[config.mk]
export PLATFORM = sky130hd
export DESIGN_NAME = sp_frame_rd
export DESIGN_NICKNAME = d
export VERILOG_FILES = /design/src/rtl/sp_frame_rd.sv
export SDC_FILE = /design/constraint.sdc
export NUM_CORES = 1
export LEC_CHECK = 0
export ABC_CLOCK_PERIOD_IN_PS = 8250
export CAP_MARGIN = 40
export CORE_UTILIZATION = 35
export CTS_BUF_LIST = sky130_fd_sc_hd__clkbuf_4 sky130_fd_sc_hd__clkbuf_8
export DETAILED_ROUTE_END_ITERATION = 10
export HOLD_SLACK_MARGIN = 0.03
export PLACE_DENSITY = 0.46
export SLEW_MARGIN = 20
export SYNTH_ARGS = -nofsm -noshare
export SYNTH_HDL_FRONTEND = slang
export SYNTH_SLANG_ARGS = --single-unit
[constraint.sdc]
create_clock -name clk -period 8.25 [get_ports clk]
set_clock_uncertainty 0.05 [all_clocks]
set_input_delay 1.65 -clock clk [delete_from_list [all_inputs] [get_ports clk]]
set_output_delay 1.65 -clock clk [all_outputs]
set_load 0.03 [all_outputs]
[src/rtl/sp_frame_rd.sv]
// Frame reader for the SuperMario parallel port: drives SP_CLK/SP_NRST, packs
// sampled bytes into PACK-byte words and streams them out through a small FIFO.
module sp_frame_rd #(
  parameter int PACK    = 4,
  parameter int DEPTH   = 16,
  parameter int CLK_DIV = 4,
  parameter int FRAME_W = 16,
  parameter int RST_CYC = 8
) (
  input  logic               clk,
  input  logic               rst,
  input  logic               start,
  input  logic               continuous,
  output logic               busy,
  output logic [FRAME_W-1:0] frame_cnt,
  output logic [8*PACK-1:0]  dout,
  output logic               dout_valid,
  input  logic               dout_ready,
  output logic               dout_last,
  output logic               SP_CLK,
  output logic               SP_NRST,
  input  logic [7:0]         SP_DOUT,
  input  logic               SP_UPDATE,
  input  logic               SP_EOF
);

  localparam int W     = 8 * PACK;
  localparam int KW    = (PACK > 1) ? $clog2(PACK) : 1;
  localparam int AW    = $clog2(DEPTH);
  localparam int CW    = AW + 1;
  localparam int DIV_W = (CLK_DIV > 1) ? $clog2(CLK_DIV) : 1;
  localparam int RST_W = (RST_CYC > 1) ? $clog2(RST_CYC) : 1;
  localparam logic [KW-1:0]    K_LAST   = KW'(PACK - 1);
  localparam logic [DIV_W-1:0] DIV_LAST = DIV_W'(CLK_DIV - 1);
  localparam logic [RST_W-1:0] RST_LAST = RST_W'(RST_CYC - 1);
  localparam logic [CW-1:0]    FULL_CNT = CW'(DEPTH);

  typedef enum logic [1:0] {IDLE, CHIPRST, RUN, DRAIN} state_t;

  state_t             state;
  logic [DIV_W-1:0]   div_cnt;
  logic [RST_W-1:0]   rst_cnt;
  logic [KW-1:0]      k;
  logic [W-1:0]       pack_word;
  logic [W-1:0]       word_nxt;
  logic               vld_p0;
  logic               eof_p0;
  logic [7:0]         data_p0;

  logic [W:0]         mem [DEPTH];
  logic [AW-1:0]      wr_ptr;
  logic [AW-1:0]      rd_ptr;
  logic [CW-1:0]      mcount;
  logic [CW-1:0]      total;
  logic               full;
  logic               pop;
  logic               load;
  logic               push;
  logic               rise;
  logic               drain_done;

  // Occupancy counts the word parked in the output register as well.
  assign total      = mcount + CW'(dout_valid);
  assign full       = (total >= FULL_CNT);
  assign pop        = dout_valid & dout_ready;
  assign load       = (~dout_valid | pop) & (mcount != '0);
  assign push       = vld_p0 & (eof_p0 | (k == K_LAST));
  assign rise       = (state == RUN) & (div_cnt == DIV_LAST) & ~SP_CLK & ~full;
  assign drain_done = (mcount == '0) & (~dout_valid | pop);

  always_comb begin
    word_nxt = pack_word;
    for (int i = 0; i < PACK; i++) begin
      if (k == KW'(i)) word_nxt[8*i +: 8] = data_p0;
    end
  end

  // Stage p0: byte captured on the clk edge that raises SP_CLK.
  always_ff @(posedge clk) begin
    if (rise) data_p0 <= SP_DOUT;
  end

  always_ff @(posedge clk) begin
    if (push) mem[wr_ptr] <= {eof_p0, word_nxt};
  end

  // Stage p1: packer update / FIFO push; head word registered one cycle later.
  always_ff @(posedge clk or posedge rst) begin
    if (rst) begin
      wr_ptr     <= '0;
      rd_ptr     <= '0;
      mcount     <= '0;
      dout       <= '0;
      dout_last  <= 1'b0;
      dout_valid <= 1'b0;
    end else begin
      if (push) wr_ptr <= wr_ptr + 1'b1;
      if (load) begin
        {dout_last, dout} <= mem[rd_ptr];
        rd_ptr            <= rd_ptr + 1'b1;
        dout_valid        <= 1'b1;
      end else if (pop) begin
        dout_valid <= 1'b0;
      end
      mcount <= mcount + CW'(push) - CW'(load);
    end
  end

  always_ff @(posedge clk or posedge rst) begin
    if (rst) begin
      state     <= IDLE;
      busy      <= 1'b0;
      SP_CLK    <= 1'b0;
      SP_NRST   <= 1'b0;
      frame_cnt <= '0;
      k         <= '0;
      pack_word <= '0;
      vld_p0    <= 1'b0;
      eof_p0    <= 1'b0;
      div_cnt   <= '0;
      rst_cnt   <= '0;
    end else begin
      vld_p0 <= 1'b0;
      case (state)
        IDLE: begin
          SP_CLK  <= 1'b0;
          SP_NRST <= 1'b0;
          if (start) begin
            busy      <= 1'b1;
            frame_cnt <= '0;
            k         <= '0;
            pack_word <= '0;
            rst_cnt   <= '0;
            state     <= CHIPRST;
          end
        end
        CHIPRST: begin
          if (rst_cnt == RST_LAST) begin
            SP_NRST <= 1'b1;
            div_cnt <= '0;
            state   <= RUN;
          end else begin
            rst_cnt <= rst_cnt + 1'b1;
          end
        end
        RUN: begin
          if (div_cnt != DIV_LAST) begin
            div_cnt <= div_cnt + 1'b1;
          end else if (SP_CLK) begin
            SP_CLK  <= 1'b0;
            div_cnt <= '0;
          end else if (!full) begin
            SP_CLK  <= 1'b1;
            div_cnt <= '0;
            vld_p0  <= SP_UPDATE;
            eof_p0  <= SP_EOF;
          end
          if (vld_p0) begin
            if (push) begin
              k         <= '0;
              pack_word <= '0;
            end else begin
              k         <= k + 1'b1;
              pack_word <= word_nxt;
            end
            if (eof_p0) begin
              frame_cnt <= frame_cnt + 1'b1;
              if (!continuous) begin
                SP_CLK <= 1'b0;
                state  <= DRAIN;
              end
            end
          end
        end
        DRAIN: begin
          if (drain_done) begin
            busy    <= 1'b0;
            SP_NRST <= 1'b0;
            state   <= IDLE;
          end
        end
        default: state <= IDLE;
      endcase
    end
  end

endmodule

======== After elaboration in Yosys (flattened, before gate mapping) ========
Memory sizes are Yosys's and may differ from the RTL's. A register that Yosys moved wholly into a read port is not among the register bits.
Index checks and enable logic that the tools add are counted.
storage, ports and cells
  bits in registers ....................... 84
  RAM bits ................................ 528
  input port bits ......................... 15
  output and inout bits ................... 53
  logic and storage cells ................. 126
  memories ................................ 1
operators by class
  add/sub/neg operators ................... 9
  $lt $le $gt $ge ......................... 1
  equal/unequal tests ..................... 17
  mux-type cells .......................... 51
  bitwise operators ....................... 13
  reductions and logical operators ........ 18
memory list
  name  depth  width  rd ports  clocked after Yosys merged registers in  write ports  line  RTL
  mem   16     33     1         1                                        1            50    logic [W:0] mem [DEPTH];
operators by type and width
  cell                                                      number
  2-to-1 mux 32 bit                                         3
  one-hot mux 32 bit (2 select lines)                       1
  2-to-1 mux 16 bit                                         3
  2-to-1 mux 8 bit                                          4
  one-hot mux 16 bit (2 select lines)                       1
  2-to-1 mux 2 bit                                          13
  2-to-1 mux 1 bit                                          17
  adder 16 x 1 -> 16 bit, second input constant             1
  != test 2 bit, second input constant                      8
  AND reduction 3 bit                                       5
  adder 5 x 1 -> 5 bit                                      2
  == test 2 bit, second input constant                      5
  nonzero test 2 bit                                        5
  adder 4 x 1 -> 4 bit, second input constant               2
  one-hot mux 2 bit (2 select lines)                        2
  one-hot mux 2 bit (4 select lines)                        1
  AND reduction 4 bit                                       2
  bitwise AND 1 bit                                         7
  2-to-1 mux 3 bit                                          2
  one-hot mux 3 bit (2 select lines)                        1
  AND reduction 6 bit                                       1
  greater-or-equal comparator 5 bit, second input constant  1
  zero test 5 bit                                           1
  nonzero test 5 bit                                        1
  12 further kinds                                          20

======== Depth between registers and ports, before layout ========
Gate-level depths: netlist of run 1.
  depth in word-level cells ............... 9
  depth in mapped cells ................... 14
  depth with buffers taken out ............ 13

======== Worst setup path before layout of run 1 ========
Ideal clock, no wire load.
  kind .................................... input -> register
  from .................................... input dout_ready
  to ...................................... register mcount[4]
  setup time .............................. 0.080 ns
  data arrival time ....................... 3.574 ns
  required time ........................... 8.120 ns
  path slack .............................. 4.546 ns
  stages .................................. 12
  path buffers ............................ 1
  cells stage by stage .................... nor2b_1 -> nor2_1 -> clkbuf_1 -> ha_1 -> inv_1 -> ha_1 -> inv_1 -> fa_1 -> inv_1 -> a21oi_1 -> o21bai_1 -> xnor2_1
between the ends
  cells in the longest elaborated chain, start to end .. 4
ends and longest elaborated chain
  item                       line  RTL
  start: declaration         18    input logic dout_ready,
  bitwise AND 1 bit          65    assign pop = dout_valid & dout_ready;
  bitwise OR 1 bit           66    assign load = (~dout_valid | pop) & (mcount != '0);
  bitwise AND 1 bit          66
  net load                   57    logic load;
  subtractor 5 x 1 -> 5 bit  105   mcount <= mcount + CW'(push) - CW'(load);
  end signal: assignment     105
  end: declaration           53    logic [CW-1:0] mcount;
The timed path passes the listed nets, and every way through them passes these cells.
A chain may end at the register's enable or synchronous reset.

======== Final worst setup path of run 1 ========
  from .................................... register frame_cnt[5]
  to ...................................... output frame_cnt[5]
RTL lines
  item                      line  RTL
  start: declaration        15    output logic [FRAME_W-1:0] frame_cnt,
  start signal: assignment  167   frame_cnt <= frame_cnt + 1'b1;
No word-level cell between the ends.

==> impl_results.md, run 1 <==
* Pleak at 9.946 nW
* Post-Syn Area at 25180 um2
* CTS buffer count at 107
* Wirelength per Cell at 25.63 um
* Busiest grt layer: met2
* Top FF cell, synth: edfxtp_1
* Final Cycle Share at 43.42%
* Grt ovf at 0
* Slowest-stage cell, CP: clkdlybuf4s50_1
* Die Height at 270.2 um
* Hold worst-path end: pack_word[20]
* Met3 global-route usage at 3.218%
* Reg2reg path depth at 6
* Setup Fix Bufs, Post-CTS at 0
* Fraction of layout cells with a size suffix above 1 at 29.50%
* DR vias at 12630
* Sw Ratio at 30.67%
* Worst VDD drop at 0.0001815 V
* Critical path cell sequence: clkdlybuf4s50_1
* Hold Violations, Final at 0
* H-tree depth at 3
* Hold Path Origin: pack_word[20]
* Vias in the first global route at 13750
* Synth cell types at 50
* RSZ-0062 raised after global routing: no
* Iter 0 DRT Violations at 883
* Drc violations at 0
* RD Place Congestion at 0.7108
* Mapped Nets at 1297
* Die footprint at 73010 um2
* Flop-to-flop setup slack at 4730 ps
* Final non-filler cell total at 2430
* Area delta synth->final at 16.66%
* Max Clk Rate at 279.1 MHz
* Post-DRT Antenna Nets at 0
* CTS tree: yes
* Crit path DAT at 1880 ps
* Internal power at 0.006707 W
* Min-Delay Path Class: flip-flop to flip-flop
* Power Density at 329.4 nW/um2
* CTS root buf: clkbuf_8
* Slew headroom at 44.10%
* Port bufs at 67
* GRT met2 Usage at 28.10%
* Worst slew pin tran at 838.5 ps
* Top Ports at 68
* Die width at 270.2 um
* WS Path Type: flip-flop to output pin
* Initial Util at 35.64%
* First-pass GRT wire length at 92720 um
* Setup TNS after final layout at 0 ps
* CTS-repair resized insts at 0
* Tmin final at 3582 ps
* Max-cap viol count at 0
* Crit end category: output pin
* Rows at 97
* Initial antenna violation count at 2
* Worst-path clk slew at 60 ps
* Flops & latches, synth at 645
* Worst Hold Depth at 1
* R2R Path Start: k[1]
* Required @ worst endpoint at 6550 ps
* Pin count of the biggest net entering global routing at 64
* Register area share after synthesis at 74.76%
* CP top delay family: buffers and inverters
* WP buf/inv at 1
* DR pass1 iterations at 5
* Syn_area_per_cell at 20.03 um2
* Post-layout power at 0.009675 W
* Reg-to-Reg End: mem[0][18]
* Layout Nets at 1439
* Async SR Flop Fraction at 16.90%
* Sinks on the clock net at 645
* Post-synth EDFFs at 536
* Synth warn at 0
* Gate Count Post-Synth at 1257
* Clock network fraction of design power at 29.0%
* Final Max Tran Viols at 0
* Via/cell ratio at 5.198
* Worst hold margin at 452.1 ps
* Clk_lat worst skew at 680 ps
* GRT Util Overall at 17.46%
* Outcome: finished, final reports clean
* WL final at 62270 um
* Net Switching at 0.002968 W
* Filler cells at 6274
* CTS Hold Bufs at 0
* Logic gate share of total power at 27.8%
* Final setup vio count at 0
* Max clock buf depth at 3
* Placed cell count at 2228
* Crit-path max cell delay at 720 ps
* CP Launch Type: flip-flop
* DP Wirelength at 32290 um
* Core region area at 70640 um2
* CP max FO at 6
* Flop pwr share at 43.2%
* Met1 Track Usage GR at 24.19%
[power groups by stage]
stage	Clock [W]	Sequential (W)	Combinational, W
after floorplan	0	0.00426	0.00184
after global routing	0.00303	0.00422	0.00295
after global placement	0	0.00429	0.00265
after CTS	0.00289	0.00419	0.00274
final	0.00280	0.00418	0.00269
after detailed placement	0	0.00425	0.00274
[cell usage after synthesis, drive strengths merged (6+ instances only)]
cell | instances | area (um2)
and3 | 6 | 37.54
edfxtp | 536 | 16100
mux2i | 6 | 60.06
ha | 24 | 300.3
nor3 | 7 | 40.04
xnor2 | 11 | 96.34
nand3 | 7 | 35.03
mux4 | 132 | 2973
clkbuf | 39 | 146.4
mux2 | 71 | 799.5
o22ai | 64 | 400.4
buf | 26 | 132.6
and2 | 15 | 93.84
inv | 21 | 78.83
nand2b | 6 | 37.54
a22o | 34 | 297.8
dfrtp | 109 | 2728
nand4 | 6 | 37.54
a21oi | 44 | 220.2
nor2 | 11 | 41.29
o21ai | 19 | 95.09
nand2 | 19 | 71.32
[final cells by class]
cell class	instances	area, um2	share of cell area, %
multi-input cells	526	6065	20.65
diodes	2	5.005	0.01704
clock inverters	46	285.3	0.9712
flip-flops and latches	645	18830	64.11
repair buffers	98	1066	3.629
inverters	21	83.83	0.2854
well taps	940	1176	4.004
clock buffers	152	1861	6.334
[logic make-up after synthesis]
| kind of cell | share of synthesized area, % |
|---|---|
| DFF | 74.76 |
| muxes | 15.22 |
| AOI/OAI and AO/OA | 4.458 |
| and+or+nand+nor | 2.311 |
| buffers and inverters | 1.421 |
| adders and majority gates | 1.272 |
| xor gates and xnor gates | 0.5566 |
[cells in the final DEF (no fill, tap or decap), types with 6 or more instances in the layout]
cell type / Yosys / layout
mux2i_1: 6 / 6
and2_4: 0 / 6
o21ai_0: 18 / 18
a21oi_1: 44 / 44
a22o_1: 34 / 34
xnor2_1: 11 / 11
nand2_1: 19 / 19
edfxtp_1: 536 / 536
nand4_1: 6 / 6
dfrtp_1: 109 / 106
nor3_1: 6 / 6
mux2_2: 71 / 71
clkbuf_4: 0 / 37
ha_1: 24 / 24
clkinv_1: 0 / 24
and2_2: 0 / 6
mux4_2: 132 / 132
clkbuf_8: 0 / 115
o22ai_1: 64 / 64
clkinv_2: 0 / 15
nor2_1: 11 / 10
inv_1: 21 / 20
clkdlybuf4s50_1: 0 / 67
nand3_1: 7 / 6
buf_4: 3 / 21
[how the worst max path moves through the flow]
stage | start | end | slack (ps) | cells after the start
after floorplan | rst | SP_CLK | 3680 | 1
after global placement | dout_ready | mcount[4] | 3560 | 13
after detailed placement | dout_ready | mcount[4] | 4050 | 13
after CTS | frame_cnt[5] | frame_cnt[5] | 4600 | 1
after global routing | k[1] | mem[0][17] | 4470 | 6
final | frame_cnt[5] | frame_cnt[5] | 4670 | 1
[flip-flops by register name (all words and copies together) (netlist names), 2 cells and up]
| register | flops |
|---|---|
| rst_cnt | 3 |
| wr_ptr | 4 |
| div_cnt | 2 |
| rd_ptr | 4 |
| mem | 528 |
| mcount | 5 |
| k | 2 |
| dout | 32 |
| pack_word | 32 |
| frame_cnt | 16 |
| state | 2 |
| data_p0 | 8 |
[layer usage]
metal | up-vias | share of wire (%)
met3 | 71 | 4.2
met1 | 6836 | 46
met2 | 253 | 48
met5 | - | 0
li1 | 5470 | -
met4 | 0 | 1.6
[through the flow]
step	setup WS (ps)	area, um2	util (%)
detailed placement	4053	27170	38.47
finish	4668	29370	41.58
floorplan	3676	25180	-
global route	4469	29370	41.58
global placement	3564	27000	38.22
CTS	4596	29320	41.51
No activity file was read; power rests on OpenSTA's default activity.
==> run 2, diff against run 1 <==
Settings changed: ABC_CLOCK_PERIOD_IN_PS 8250 to 3750.
Clock period 8.25 ns to 3.75 ns, I/O delays scaled along.
==> run 2 against run 1 <==
  * Count of clock-buffer cells in the layout increased by 17
  * Critical path depth increased by 6
  * Clock power increased by 130%
  * Routed wire length decreased by 0.59%
  * Worst setup slack got worse by 3900 ps
  * Worst hold slack got worse by 4.0 ps
  * Design area increased by 1.4%
  * Sequential power increased by 120%
  * Sequential share of layout area decreased by 0.91 points
  * Via count decreased by 0.33%
  * Largest cell class unchanged
==> impl_results.md, run 2 (same netlist as run 1, synthesis figures left out) <==
* CP top delay family: simple AND/OR/NAND/NOR gates
* Hold Violations, Final at 0 (unchanged)
* Tmin final at 2964 ps
* Placed cell count at 2252 (+1.1%)
* R2R Path Start: k[1]
* Setup Fix Bufs, Post-CTS at 0 (unchanged)
* Max Clk Rate at 337.4 MHz
* Slew headroom at 52.53% (+8.4 points)
* GRT Util Overall at 17.41% (-0.056 points)
* DR vias at 12590 (-0.33%)
* Layout Nets at 1463 (+1.7%)
* DP Wirelength at 35170 um (+8.9%)
* Largest regs: mem (528), dout (32), pack_word (32)
* Worst-path clk slew at 60 ps (about the same)
* Die width at 270.2 um (unchanged)
* Post-DRT Antenna Nets at 0 (unchanged)
* Clk_lat worst skew at 710 ps (+30 ps)
* CTS tree: yes
* Outcome: finished, final reports clean
* Worst slew pin tran at 712.0 ps (-126.5 ps)
* CTS buffer count at 108 (+0.93%)
* Max clock buf depth at 3 (unchanged)
* CP Launch Type: flip-flop
* Vias in the first global route at 13900 (+1.1%)
* Most frequent cells in the layout: 536 x edfxtp_1, 132 x mux4_2, 119 x clkbuf_8
* Fraction of layout cells with a size suffix above 1 at 31.42% (+1.9 points)
* Final Max Tran Viols at 0 (unchanged)
* CP most frequent cell: buf_4
* CTS root buf: clkbuf_8
* Pleak at 10.18 nW (+2.4%)
* H-tree depth at 3 (unchanged)
* CP max FO at 13 (+7)
* CTS-repair resized insts at 0 (unchanged)
* Crit end category: flip-flop
* RSZ-0062 raised after global routing: no
* First-pass GRT wire length at 92920 um (+0.22%)
* WS Path Type: flip-flop to flip-flop
* Final Cycle Share at 79.04%
* Critical path cell sequence: ha_1 > o21a_1 > buf_4 > inv_1 > nor3_1 > and2_2 > buf_4
* Setup TNS after final layout at 0 ps (unchanged)
* Core region area at 70640 um2 (unchanged)
* Drc violations at 0 (unchanged)
* Crit path DAT at 3300 ps (+1420 ps)
* Initial antenna violation count at 1 (-1)
* Iter 0 DRT Violations at 846 (-4.2%)
* Crit-path max cell delay at 600 ps (-120 ps)
* Worst setup path start: k[1]
* Pin count of the biggest net entering global routing at 70 (+9.4%)
* Hold Path Origin: pack_word[16]
* RD Place Congestion at 0.7314 (+2.9%)
* Final non-filler cell total at 2461 (+1.3%)
* Power Density at 734.2 nW/um2 (+120%)
* Initial Util at 35.64% (unchanged)
* Area delta synth->final at 18.34%
* Grt ovf at 0 (unchanged)
* Die footprint at 73010 um2 (unchanged)
* Sinks on the clock net at 645 (unchanged)
* Required @ worst endpoint at 4090 ps (-2460 ps)
* WL final at 61910 um (-0.59%)
* CTS Hold Bufs at 0 (unchanged)
* Commonest non-fill, non-tap cell in the layout: edfxtp_1
* Via/cell ratio at 5.115 (-1.6%)
* Slowest-stage cell, CP: and2_2
* Port bufs at 67 (unchanged)
* Top Ports at 68 (unchanged)
* Die Height at 270.2 um (unchanged)
* Worst VDD drop at 0.0004134 V (+130%)
* WP buf/inv at 3 (+2)
* Max-cap viol count at 0 (unchanged)
* Max reg flops at 528 (unchanged)
* Wirelength per Cell at 25.16 um (-1.8%)
* DR pass1 iterations at 4 (-1)
* Final setup vio count at 0 (unchanged)
* Min-Delay Path Class: flip-flop to flip-flop
* Biggest register: mem
* Rows at 97 (unchanged)
-- run 2: changes by cell type in the layout (fill, tap and decap cells not counted), moves of 3 or more --
cell      before  now
and2_2         6   12
and2_4         6    0
buf_12         5   16
buf_4         21   35
clkbuf_4      37   50
clkbuf_8     115  119
clkinv_1      24   16
clkinv_2      15    8
inv_8          0    3
-- run 2: metal layers --
layer	vias up	global-route usage [%]	part of all wire [%]
li1	5519	-	-
met1	6752	23.71	45
met2	247	28.41	49
met3	70	3.263	4.1
met4	0	5.144	1.7
met5	-	0	0
-- run 2: worst reg2reg max path, cell delays in order (launching register included) --
cell and delay, ps:
dfrtp_1 400, ha_1 500, o21a_1 170, buf_4 160, inv_1 110, nor3_1 300
and2_2 600, buf_4 340
-- run 2: power breakdown --
| group | switching, W | total [W] | leakage (nW) | internal (W) |
|---|---|---|---|---|
| Clock | 0.00284 | 0.00654 | 1.22 | 0.00370 |
| Combinational | 0.00342 | 0.00624 | 2.66 | 0.00282 |
| Sequential | 0.000431 | 0.00909 | 6.31 | 0.00866 |
| Total | 0.00670 | 0.0219 | 10.2 | 0.0152 |
-- run 2: final cells by class --
cell class | count | area [um2]
clock inverter | 36 | 292.8
inverter | 21 | 83.83
sequential | 645 | 18830
multi-input combinational | 526 | 6055
antenna | 3 | 7.507
tap | 940 | 1176
timing repair buffer | 121 | 1336
clock buffer | 169 | 2013
fill | 6254 | 40840
-- run 2: path summary, 6_finish.rpt --
check,to,slack [ps],depth (start not counted)
max,mem[1][22],790,7
min,pack_word[16],450,1
max reg2reg,mem[1][22],790,7
min reg2reg,pack_word[16],450,1
max in group asynchronous,dout[2],2490,4
min in group asynchronous,dout[23],480,3
-- run 2: metrics by stage --
step / util [%] / setup WS [ps] / hold slack [ps] / total power, W / area (um2)
final: 42.18 / 785.9 / 448.1 / 0.02188 / 29800
after global routing: 42.18 / 522.2 / 463.1 / 0.02298 / 29800
after floorplan: - / 76.05 / 419.3 / 0.01342 / 25180
after CTS: 42.13 / 746.5 / 454.3 / 0.02224 / 29760
after detailed placement: 38.87 / 715.5 / 436.8 / 0.01561 / 27460
after global placement: 38.74 / 709.1 / 433.8 / 0.01546 / 27370
